$ cat src/rtl/regfile_wb_scheduler_pkg.sv
// Shared sizes, the R0 index and writeback source encoding for the
// register-file writeback scheduler.
package regfile_pkg;
  localparam int NREG = 16;
  localparam int AW   = 4;
  localparam int DW   = 8;

  localparam logic [AW-1:0] R_ZERO = '0;

  typedef enum logic {
    WB_ALU  = 1'b0,
    WB_LOAD = 1'b1
  } wb_src_e;
endpackage

$ cat src/rtl/regfile_wb_scheduler_if.sv
// Issue, writeback and register-file write-port signals of the scheduler.
// The master drives issue/writeback requests; the slave is the scheduler.
interface regfile_wb_scheduler_if;
  import regfile_pkg::*;

  logic            iss_valid;
  logic            iss_ready;
  logic [AW-1:0]   iss_src_a;
  logic [AW-1:0]   iss_src_b;
  logic [AW-1:0]   iss_dest;
  logic            iss_wr;

  logic            wb0_valid;
  logic            wb0_ready;
  logic [AW-1:0]   wb0_dest;
  logic [DW-1:0]   wb0_data;

  logic            wb1_valid;
  logic            wb1_ready;
  logic [AW-1:0]   wb1_dest;
  logic [DW-1:0]   wb1_data;

  logic            rf_wrt;
  logic [AW-1:0]   rf_dest;
  logic [DW-1:0]   rf_data;
  logic [NREG-1:0] busy_vec;
  logic            wb_err;

  modport master (
    output iss_valid, iss_src_a, iss_src_b, iss_dest, iss_wr,
    output wb0_valid, wb0_dest, wb0_data,
    output wb1_valid, wb1_dest, wb1_data,
    input  iss_ready, wb0_ready, wb1_ready,
    input  rf_wrt, rf_dest, rf_data, busy_vec, wb_err
  );

  modport slave (
    input  iss_valid, iss_src_a, iss_src_b, iss_dest, iss_wr,
    input  wb0_valid, wb0_dest, wb0_data,
    input  wb1_valid, wb1_dest, wb1_data,
    output iss_ready, wb0_ready, wb1_ready,
    output rf_wrt, rf_dest, rf_data, busy_vec, wb_err
  );
endinterface

$ cat src/rtl/regfile_wb_scheduler_rr_arb2.sv
// Two-way round-robin arbiter; the pointer remembers the last granted
// requester and only moves when a grant is issued.
module rr_arb2
  import regfile_pkg::*;
(
  input  logic       clk,
  input  logic       rst_n,
  input  logic [1:0] req,
  output logic [1:0] gnt
);

  wb_src_e last;

  // Reset to the load unit so the ALU wins the first contended cycle.
  always_ff @(posedge clk or negedge rst_n) begin
    if (!rst_n)
      last <= WB_LOAD;
    else if (gnt[0])
      last <= WB_ALU;
    else if (gnt[1])
      last <= WB_LOAD;
  end

  always_comb begin
    gnt = 2'b00;
    case (req)
      2'b01:   gnt = 2'b01;
      2'b10:   gnt = 2'b10;
      2'b11:   gnt = (last == WB_LOAD) ? 2'b01 : 2'b10;
      default: gnt = 2'b00;
    endcase
  end

endmodule

$ cat src/rtl/regfile_wb_scheduler.sv
// Register scoreboard plus writeback arbitration onto the single
// register-file write port; holds issue while operands are in flight.
module regfile_wb_scheduler
  import regfile_pkg::*;
(
  input  logic                   clk,
  input  logic                   rst_n,
  regfile_wb_scheduler_if.slave  bus
);

  logic [NREG-1:0] busy_q;
  logic [NREG-1:0] busy_next;
  logic            rf_wrt_q;
  logic [AW-1:0]   rf_dest_q;
  logic [DW-1:0]   rf_data_q;
  logic            wb_err_q;

  logic            hz;
  logic            accept;
  logic [1:0]      gnt;
  logic            any_gnt;
  logic [AW-1:0]   sel_dest;
  logic [DW-1:0]   sel_data;
  logic            sel_real;

  rr_arb2 u_arb (
    .clk   (clk),
    .rst_n (rst_n),
    .req   ({bus.wb1_valid, bus.wb0_valid}),
    .gnt   (gnt)
  );

  assign hz     = busy_q[bus.iss_src_a] | busy_q[bus.iss_src_b]
                | (bus.iss_wr & busy_q[bus.iss_dest]);
  assign accept = bus.iss_valid & ~hz;

  assign any_gnt  = |gnt;
  assign sel_dest = gnt[1] ? bus.wb1_dest : bus.wb0_dest;
  assign sel_data = gnt[1] ? bus.wb1_data : bus.wb0_data;
  assign sel_real = any_gnt & (sel_dest != R_ZERO);

  // Clear happens at the commit edge; a set on the same index only arises
  // after an erroneous write, in which case the new issue's set wins.
  always_comb begin
    busy_next = busy_q;
    if (rf_wrt_q)
      busy_next[rf_dest_q] = 1'b0;
    if (accept && bus.iss_wr && (bus.iss_dest != R_ZERO))
      busy_next[bus.iss_dest] = 1'b1;
    busy_next[R_ZERO] = 1'b0;
  end

  always_ff @(posedge clk or negedge rst_n) begin
    if (!rst_n) begin
      busy_q    <= '0;
      rf_wrt_q  <= 1'b0;
      rf_dest_q <= '0;
      rf_data_q <= '0;
      wb_err_q  <= 1'b0;
    end else begin
      busy_q   <= busy_next;
      rf_wrt_q <= sel_real;
      if (sel_real) begin
        rf_dest_q <= sel_dest;
        rf_data_q <= sel_data;
        if (!busy_q[sel_dest])
          wb_err_q <= 1'b1;
      end
    end
  end

  assign bus.iss_ready = accept;
  assign bus.wb0_ready = gnt[0];
  assign bus.wb1_ready = gnt[1];
  assign bus.rf_wrt    = rf_wrt_q;
  assign bus.rf_dest   = rf_dest_q;
  assign bus.rf_data   = rf_data_q;
  assign bus.busy_vec  = busy_q;
  assign bus.wb_err    = wb_err_q;

endmodule

$ cat src/flat_wrapper.sv
// flat-port wrapper written by rule: the top's interface ports become plain ports
module regfile_wb_scheduler_flat import regfile_pkg::*;
  (clk, rst_n, bus_iss_valid, bus_iss_src_a, bus_iss_src_b, bus_iss_dest, bus_iss_wr, bus_wb0_valid, bus_wb0_dest, bus_wb0_data, bus_wb1_valid, bus_wb1_dest, bus_wb1_data, bus_iss_ready, bus_wb0_ready, bus_wb1_ready, bus_rf_wrt, bus_rf_dest, bus_rf_data, bus_busy_vec, bus_wb_err);
  regfile_wb_scheduler_if bus_i ();
  input  logic clk;
  input  logic rst_n;
  input wire logic [$bits(bus_i.iss_valid)-1:0] bus_iss_valid;
  input wire logic [$bits(bus_i.iss_src_a)-1:0] bus_iss_src_a;
  input wire logic [$bits(bus_i.iss_src_b)-1:0] bus_iss_src_b;
  input wire logic [$bits(bus_i.iss_dest)-1:0] bus_iss_dest;
  input wire logic [$bits(bus_i.iss_wr)-1:0] bus_iss_wr;
  input wire logic [$bits(bus_i.wb0_valid)-1:0] bus_wb0_valid;
  input wire logic [$bits(bus_i.wb0_dest)-1:0] bus_wb0_dest;
  input wire logic [$bits(bus_i.wb0_data)-1:0] bus_wb0_data;
  input wire logic [$bits(bus_i.wb1_valid)-1:0] bus_wb1_valid;
  input wire logic [$bits(bus_i.wb1_dest)-1:0] bus_wb1_dest;
  input wire logic [$bits(bus_i.wb1_data)-1:0] bus_wb1_data;
  output wire logic [$bits(bus_i.iss_ready)-1:0] bus_iss_ready;
  output wire logic [$bits(bus_i.wb0_ready)-1:0] bus_wb0_ready;
  output wire logic [$bits(bus_i.wb1_ready)-1:0] bus_wb1_ready;
  output wire logic [$bits(bus_i.rf_wrt)-1:0] bus_rf_wrt;
  output wire logic [$bits(bus_i.rf_dest)-1:0] bus_rf_dest;
  output wire logic [$bits(bus_i.rf_data)-1:0] bus_rf_data;
  output wire logic [$bits(bus_i.busy_vec)-1:0] bus_busy_vec;
  output wire logic [$bits(bus_i.wb_err)-1:0] bus_wb_err;
  assign bus_i.iss_valid = bus_iss_valid;
  assign bus_i.iss_src_a = bus_iss_src_a;
  assign bus_i.iss_src_b = bus_iss_src_b;
  assign bus_i.iss_dest = bus_iss_dest;
  assign bus_i.iss_wr = bus_iss_wr;
  assign bus_i.wb0_valid = bus_wb0_valid;
  assign bus_i.wb0_dest = bus_wb0_dest;
  assign bus_i.wb0_data = bus_wb0_data;
  assign bus_i.wb1_valid = bus_wb1_valid;
  assign bus_i.wb1_dest = bus_wb1_dest;
  assign bus_i.wb1_data = bus_wb1_data;
  assign bus_iss_ready = bus_i.iss_ready;
  assign bus_wb0_ready = bus_i.wb0_ready;
  assign bus_wb1_ready = bus_i.wb1_ready;
  assign bus_rf_wrt = bus_i.rf_wrt;
  assign bus_rf_dest = bus_i.rf_dest;
  assign bus_rf_data = bus_i.rf_data;
  assign bus_busy_vec = bus_i.busy_vec;
  assign bus_wb_err = bus_i.wb_err;
  regfile_wb_scheduler u_core (.clk(clk), .rst_n(rst_n), .bus(bus_i));
endmodule
$ cat config.mk
export PLATFORM = sky130hd
export DESIGN_NAME = regfile_wb_scheduler_flat
export DESIGN_NICKNAME = d
export VERILOG_FILES = /design/src/rtl/regfile_wb_scheduler_pkg.sv /design/src/rtl/regfile_wb_scheduler_if.sv /design/src/rtl/regfile_wb_scheduler_rr_arb2.sv /design/src/rtl/regfile_wb_scheduler.sv /design/src/flat_wrapper.sv
export SDC_FILE = /design/constraint.sdc
export NUM_CORES = 1
export LEC_CHECK = 0
export ABC_AREA = 1
export ABC_CLOCK_PERIOD_IN_PS = 2720
export CORE_MARGIN = 8
export CORE_UTILIZATION = 50
export CTS_CLUSTER_SIZE = 25
export DETAILED_ROUTE_END_ITERATION = 12
export GPL_ROUTABILITY_DRIVEN = 1
export GPL_TIMING_DRIVEN = 0
export PLACE_DENSITY = 0.93
export SETUP_SLACK_MARGIN = 0.15
export SYNTH_ARGS = -nofsm -noshare
export SYNTH_HDL_FRONTEND = slang
export SYNTH_SLANG_ARGS = --single-unit
$ cat constraint.sdc
create_clock -name clk -period 2.72 [get_ports clk]
set_input_delay 0.544 -clock clk [delete_from_list [all_inputs] [get_ports clk]]
set_output_delay 0.544 -clock clk [all_outputs]
set_load 0.03 [all_outputs]
== After elaboration in Yosys (flattened, before gate mapping) ==
Cells that the tools add are included.
Cells by class
  equal/unequal tests: 3
  bitwise gates (word level): 10
  order comparisons: 7
  reductions and logical operators: 9
  multiplexer cells: 20
Operator list (number)
  16-bit 2-to-1 mux: 2
  4-bit by 5-bit < comparator with 1-bit output, second input constant: 5
  16-bit AND: 1
  1-bit binary-select mux with 4-bit select: 4
  16-bit NOT: 1
  16-bit bitwise OR: 1
  1-bit demux with 4-bit select: 2
  4-bit by 1-bit greater-or-equal comparator with 1-bit output, second input constant: 2
  1-bit 2-to-1 mux: 8
  8-bit 2-to-1 mux: 1
  4-bit nonzero test: 2
  2-bit case mux with 3 select lines: 1
  2-bit == test, second input constant: 2
  1-bit logical AND: 4
  4-bit 2-to-1 mux: 1
  1-bit AND: 3
  2-bit by 1-bit == test with 1-bit output, second input constant: 1
  2-bit 2-to-1 mux: 1
  1-bit NOT: 2
  1-bit bitwise OR: 2
  2-bit AND reduction: 1
  2-bit nonzero test: 1
  2-bit OR reduction: 1
Word-level totals
  bits of input ports: 42
  register bits: 30
  word-level logic and storage cells: 55
  output and inout port bits: 33

== Depth between registers and ports, before layout ==
  depth in word-level cells: 9
  depth in mapped cells: 12
  depth with buffers taken out: 10

== Hierarchy ==
Synthesis repeated with hierarchy kept, for this count alone.
Second synthesis, totals
  cell total of the unflattened synthesis: 354
  area, all modules: 2269.7 um^2
By module, submodules not included
  regfile_wb_scheduler: sequential area each 725.7 um^2, cells an instance 343, area an instance 2203.4 um^2, times used 1
  rr_arb2: sequential area each 26.3 um^2, cells an instance 11, area an instance 66.3 um^2, times used 1

== Least setup slack after synthesis ==
OpenSTA, ideal clock, no wires.
  kind: input to output
  start point: input port bus_iss_dest[1]
  end point: output port bus_iss_ready
  path buffers: 1
  required time: 2.176 ns
  setup slack: 0.575 ns
  cell stages on the path: 9
  data arrival time: 1.601 ns
  cells stage by stage: buf_2 inv_1 nor2_1 nand2_1 nand3_1 nand2_1 nand2_1 o21ai_4 and2_1
On the way
  cells in the longest elaborated chain, start to end: 6
Ends and longest elaborated chain
  from (decl): RTL line flat_wrapper.sv:10  | input wire logic [$bits(bus_i.iss_dest)-1:0] bus_iss_dest;
  1-bit binary-select mux with 4-bit select: RTL line regfile_wb_scheduler.sv:34  | | (bus.iss_wr & busy_q[bus.iss_dest]);
  1-bit 2-to-1 mux (implied by the code): RTL line regfile_wb_scheduler.sv:34
  1-bit AND: RTL line regfile_wb_scheduler.sv:34
  1-bit bitwise OR: RTL line regfile_wb_scheduler.sv:34
  1-bit NOT: RTL line regfile_wb_scheduler.sv:35  | assign accept = bus.iss_valid & ~hz;
  1-bit AND: RTL line regfile_wb_scheduler.sv:35
  to (decl): RTL line flat_wrapper.sv:18  | output wire logic [$bits(bus_i.iss_ready)-1:0] bus_iss_ready;
No other way between the ends. The select of a mux whose other input is x is not followed.

== Worst setup path in the final report ==
  start point: input port bus_wb1_valid
  end point: output port bus_wb1_ready
On the way
  cells in the longest elaborated chain, start to end: 2
  elaborated cells on any way between the ends: 4
  classes of those cells: 3 x eq/ne; 1 x mux
Ends and longest elaborated chain
  from (decl): RTL line flat_wrapper.sv:15  | input wire logic [$bits(bus_i.wb1_valid)-1:0] bus_wb1_valid;
  2-bit == test / 2-bit by 1-bit == test with 1-bit output (equally long branches): RTL line regfile_wb_scheduler_rr_arb2.sv:26  | case (req)
  2-bit case mux with 3 select lines *: RTL line regfile_wb_scheduler_rr_arb2.sv:26
  to (decl): RTL line flat_wrapper.sv:20  | output wire logic [$bits(bus_i.wb1_ready)-1:0] bus_wb1_ready;
Mark *: on every way between the ends. The rest lies on a longest branch, timed or not.

==> out/results.ini <==
[hold_path]
hold_class=in2async

[power_and_ir_drop]
switching_share=0.4728
p_seq_frac=0.324
p_switching_mw=1.084
clkPwrFrac=0.145
p_leak_nw=1.578
irDropWorstVdd_mv=0.4871
p_int_mw=1.208
combPwrFrac=0.530
power.density_mw_per_mm2=721.3

[synthesis]
synth_fa_ha_area_frac=0
synth_top_area_cell=dfrtp_1
syn_nets=391
synth.avg_cell_area_um2=6.636
yosys.area_share.simple=0.4279
async_flop_share=1.000
syn_area_mm2=0.002316
ys_ff_latch=30
synth_compound_area_frac=0.1399
ys.flop_type=dfrtp_1
synth_top_family_by_area=simple AND/OR/NAND/NOR gates
ys_types=30
yosysWarnings=0
synth.area.top_cells=dfrtp_1 31%, nand2_1 19%, nand3_1 9.9%, inv_1 6.6%, o211ai_2 4.3%
syn_inst=349
synth_edf_count=0
muxShareOfSynthArea=0
synthXorXnorAreaFrac=0
yosys.area.top_type_share=0.3133
ys_seq_area_frac=0.3247

[detailed_routing]
vias_per_cell=5.669
via_count=2721
finalWirelength_um=7776
drc_errors=0
antenna_left=0
drtPass1Iterations=5
drtIter0Drc=240
wl_per_cell_um=16.20

[floorplan]
chipWidth_um=84.06
core_mm2=0.004414
dieHeight_um=84.06
die-area_mm2=0.007066
start_util=0.5247
rows=24
num_io_pins=75

[clock_network]
cts_made_buffers=5
cts_buffer_depth=2
clk_pin_slew_ps=60
clk_latency_ps=280
root_buffer=clkbuf_8
htree_levels=2
cts_tree=built
cts_sinks=30

[placed_design]
place_hpwl_um=5879
place_ws_ps=-535.9
gp_congestion=0.9380
port_buffers=70

[timing]
drv_slew=0
maxSlewHeadroom=0.5712
worstMarginPinSlew_ps=643.1
whs_ps=278.4
period_minus_slack_ps=2496
tns_ps=0
setup_slack_ps=223.6
rsz0062_at_grt=no
clock_skew_ps=3.524
fmax_mhz=400.6
period_share=0.9178
finalSetupViolations=0
final_hold_viol_count=0

[layout]
post_route_cells_drive_above_1_share=0.1308
area_growth_pct=37.22
antenna_cells=0
fin_nets=470
final_core_util=0.7200

[global_routing]
antenna_found_initial=0
grt_max_degree=31
grt_pass1_vias=2673
gr-usage-all-layers=0.2092
overflow=0
grt_pass1_wl_um=12320

[critical_path]
start_kind=input port
path_max_fanout=10
endpoint_kind=output pin
crit_required_ps=2180
path_class=in2out
arrival_ps=1950

[outcome]
status=complete, no violations

[job]
maxCapViolCount=0

-- worst max-delay path: stages --
cell             delay (ps)
clkdlybuf4s50_1         640
nand2_4                 180
inv_2                   250
clkdlybuf4s15_2         340
-- cells in the mapped netlist, drive strengths merged, types with 3 or more instances --
cell	count
nand2	124
o31ai	4
nand3	46
nand4	16
o21ai	26
nor2	24
buf	9
o211ai	9
or2	8
nand3b	3
inv	45
dfrtp	29
-- cell type report --
| type | count | area (um^2) |
|---|---|---|
| clock inverter | 2 | 10.01 |
| fill | 329 | 1236 |
| tap | 52 | 65.06 |
| buffer | 10 | 73.82 |
| clock buffer | 5 | 68.82 |
| sequential | 30 | 752.0 |
| timing repair buffer | 72 | 710.7 |
| multi-input combinational | 264 | 1326 |
| inverter | 45 | 171.4 |
-- power by group through the flow --
stage,clock network [mW],registers [mW],logic [mW]
final,0.333,0.743,1.22
after global routing,0.360,0.755,1.31
after CTS,0.338,0.732,1.20
after detailed placement,0,0.738,1.19
after global placement,0,0.739,1.16
after floorplan,0,0.927,0.482
-- path summary, 6_finish.rpt --
kind / start / to / slack [ps] / cells after the start
max in group asynchronous: rst_n / u_core.bus.rf_data[5] / 2020 / 1
worst min register to register: u_core.bus.wb_err / u_core.bus.wb_err / 470 / 2
min in group clk: u_core.bus.wb_err / u_core.bus.wb_err / 470 / 2
worst min-delay path: rst_n / u_core.bus.rf_data[0] / 280 / 1
worst max-delay path: bus_wb1_valid / bus_wb1_ready / 220 / 4
worst max register to register: u_core.bus.busy_vec[6] / u_core.bus.busy_vec[8] / 900 / 11
-- cells in the final DEF, fill, tap and decap left out, types with 6 or more instances in the layout --
cell type / synthesis / routed
clkdlybuf4s50_1: 0 / 63
o211ai_2: 8 / 8
nor2_1: 23 / 23
or2_2: 8 / 8
buf_2: 4 / 6
inv_1: 41 / 41
nand4_1: 15 / 15
o21ai_0: 15 / 15
nand2_1: 119 / 118
o21ai_1: 6 / 6
nand3_1: 46 / 46
dfrtp_1: 29 / 29
-- layer usage --
layer  GRT usage  vias to the layer above  routed length, um
li1            -                     1288                  -
met1      0.2351                     1225               3013
met2      0.3517                      185               3742
met3     0.06152                       23                807
met4     0.09890                        0                212
met5           0                        -                  0
-- flip-flops by register name, summed over array words and instances (netlist names) --
register and count:
u_core.bus.busy_vec 15, u_core.bus.wb_err 1, u_core.bus.rf_wrt 1, u_core.bus.rf_data 8, u_core.u_arb.last 1, u_core.bus.rf_dest 4
-- cells by family (layout without fill, tap and decap cells) --
family,after synthesis,in the layout
AOI/OAI and AO/OA,41,41
buffers and inverters,55,134
DFF,30,30
other,1,1
and+or+nand+nor,222,222
-- through the flow --
step | power (mW) | instance area (um^2) | instances
after CTS | 2.271 | 3167 | 479
after global placement | 1.901 | 3082 | 471
after floorplan | 1.409 | 2316 | 349
after global routing | 2.426 | 3178 | 480
final | 2.292 | 3178 | 480
after detailed placement | 1.926 | 3082 | 471
-- timing repair --
item                                    in CTS  in global routing
pin swaps                                    1                  1
resized for setup                           11                  4
hold buffers                                 0                  0
endpoints found under the setup margin       3                  1
setup buffers                                1                  1
Power figures use the tool's default switching activity.
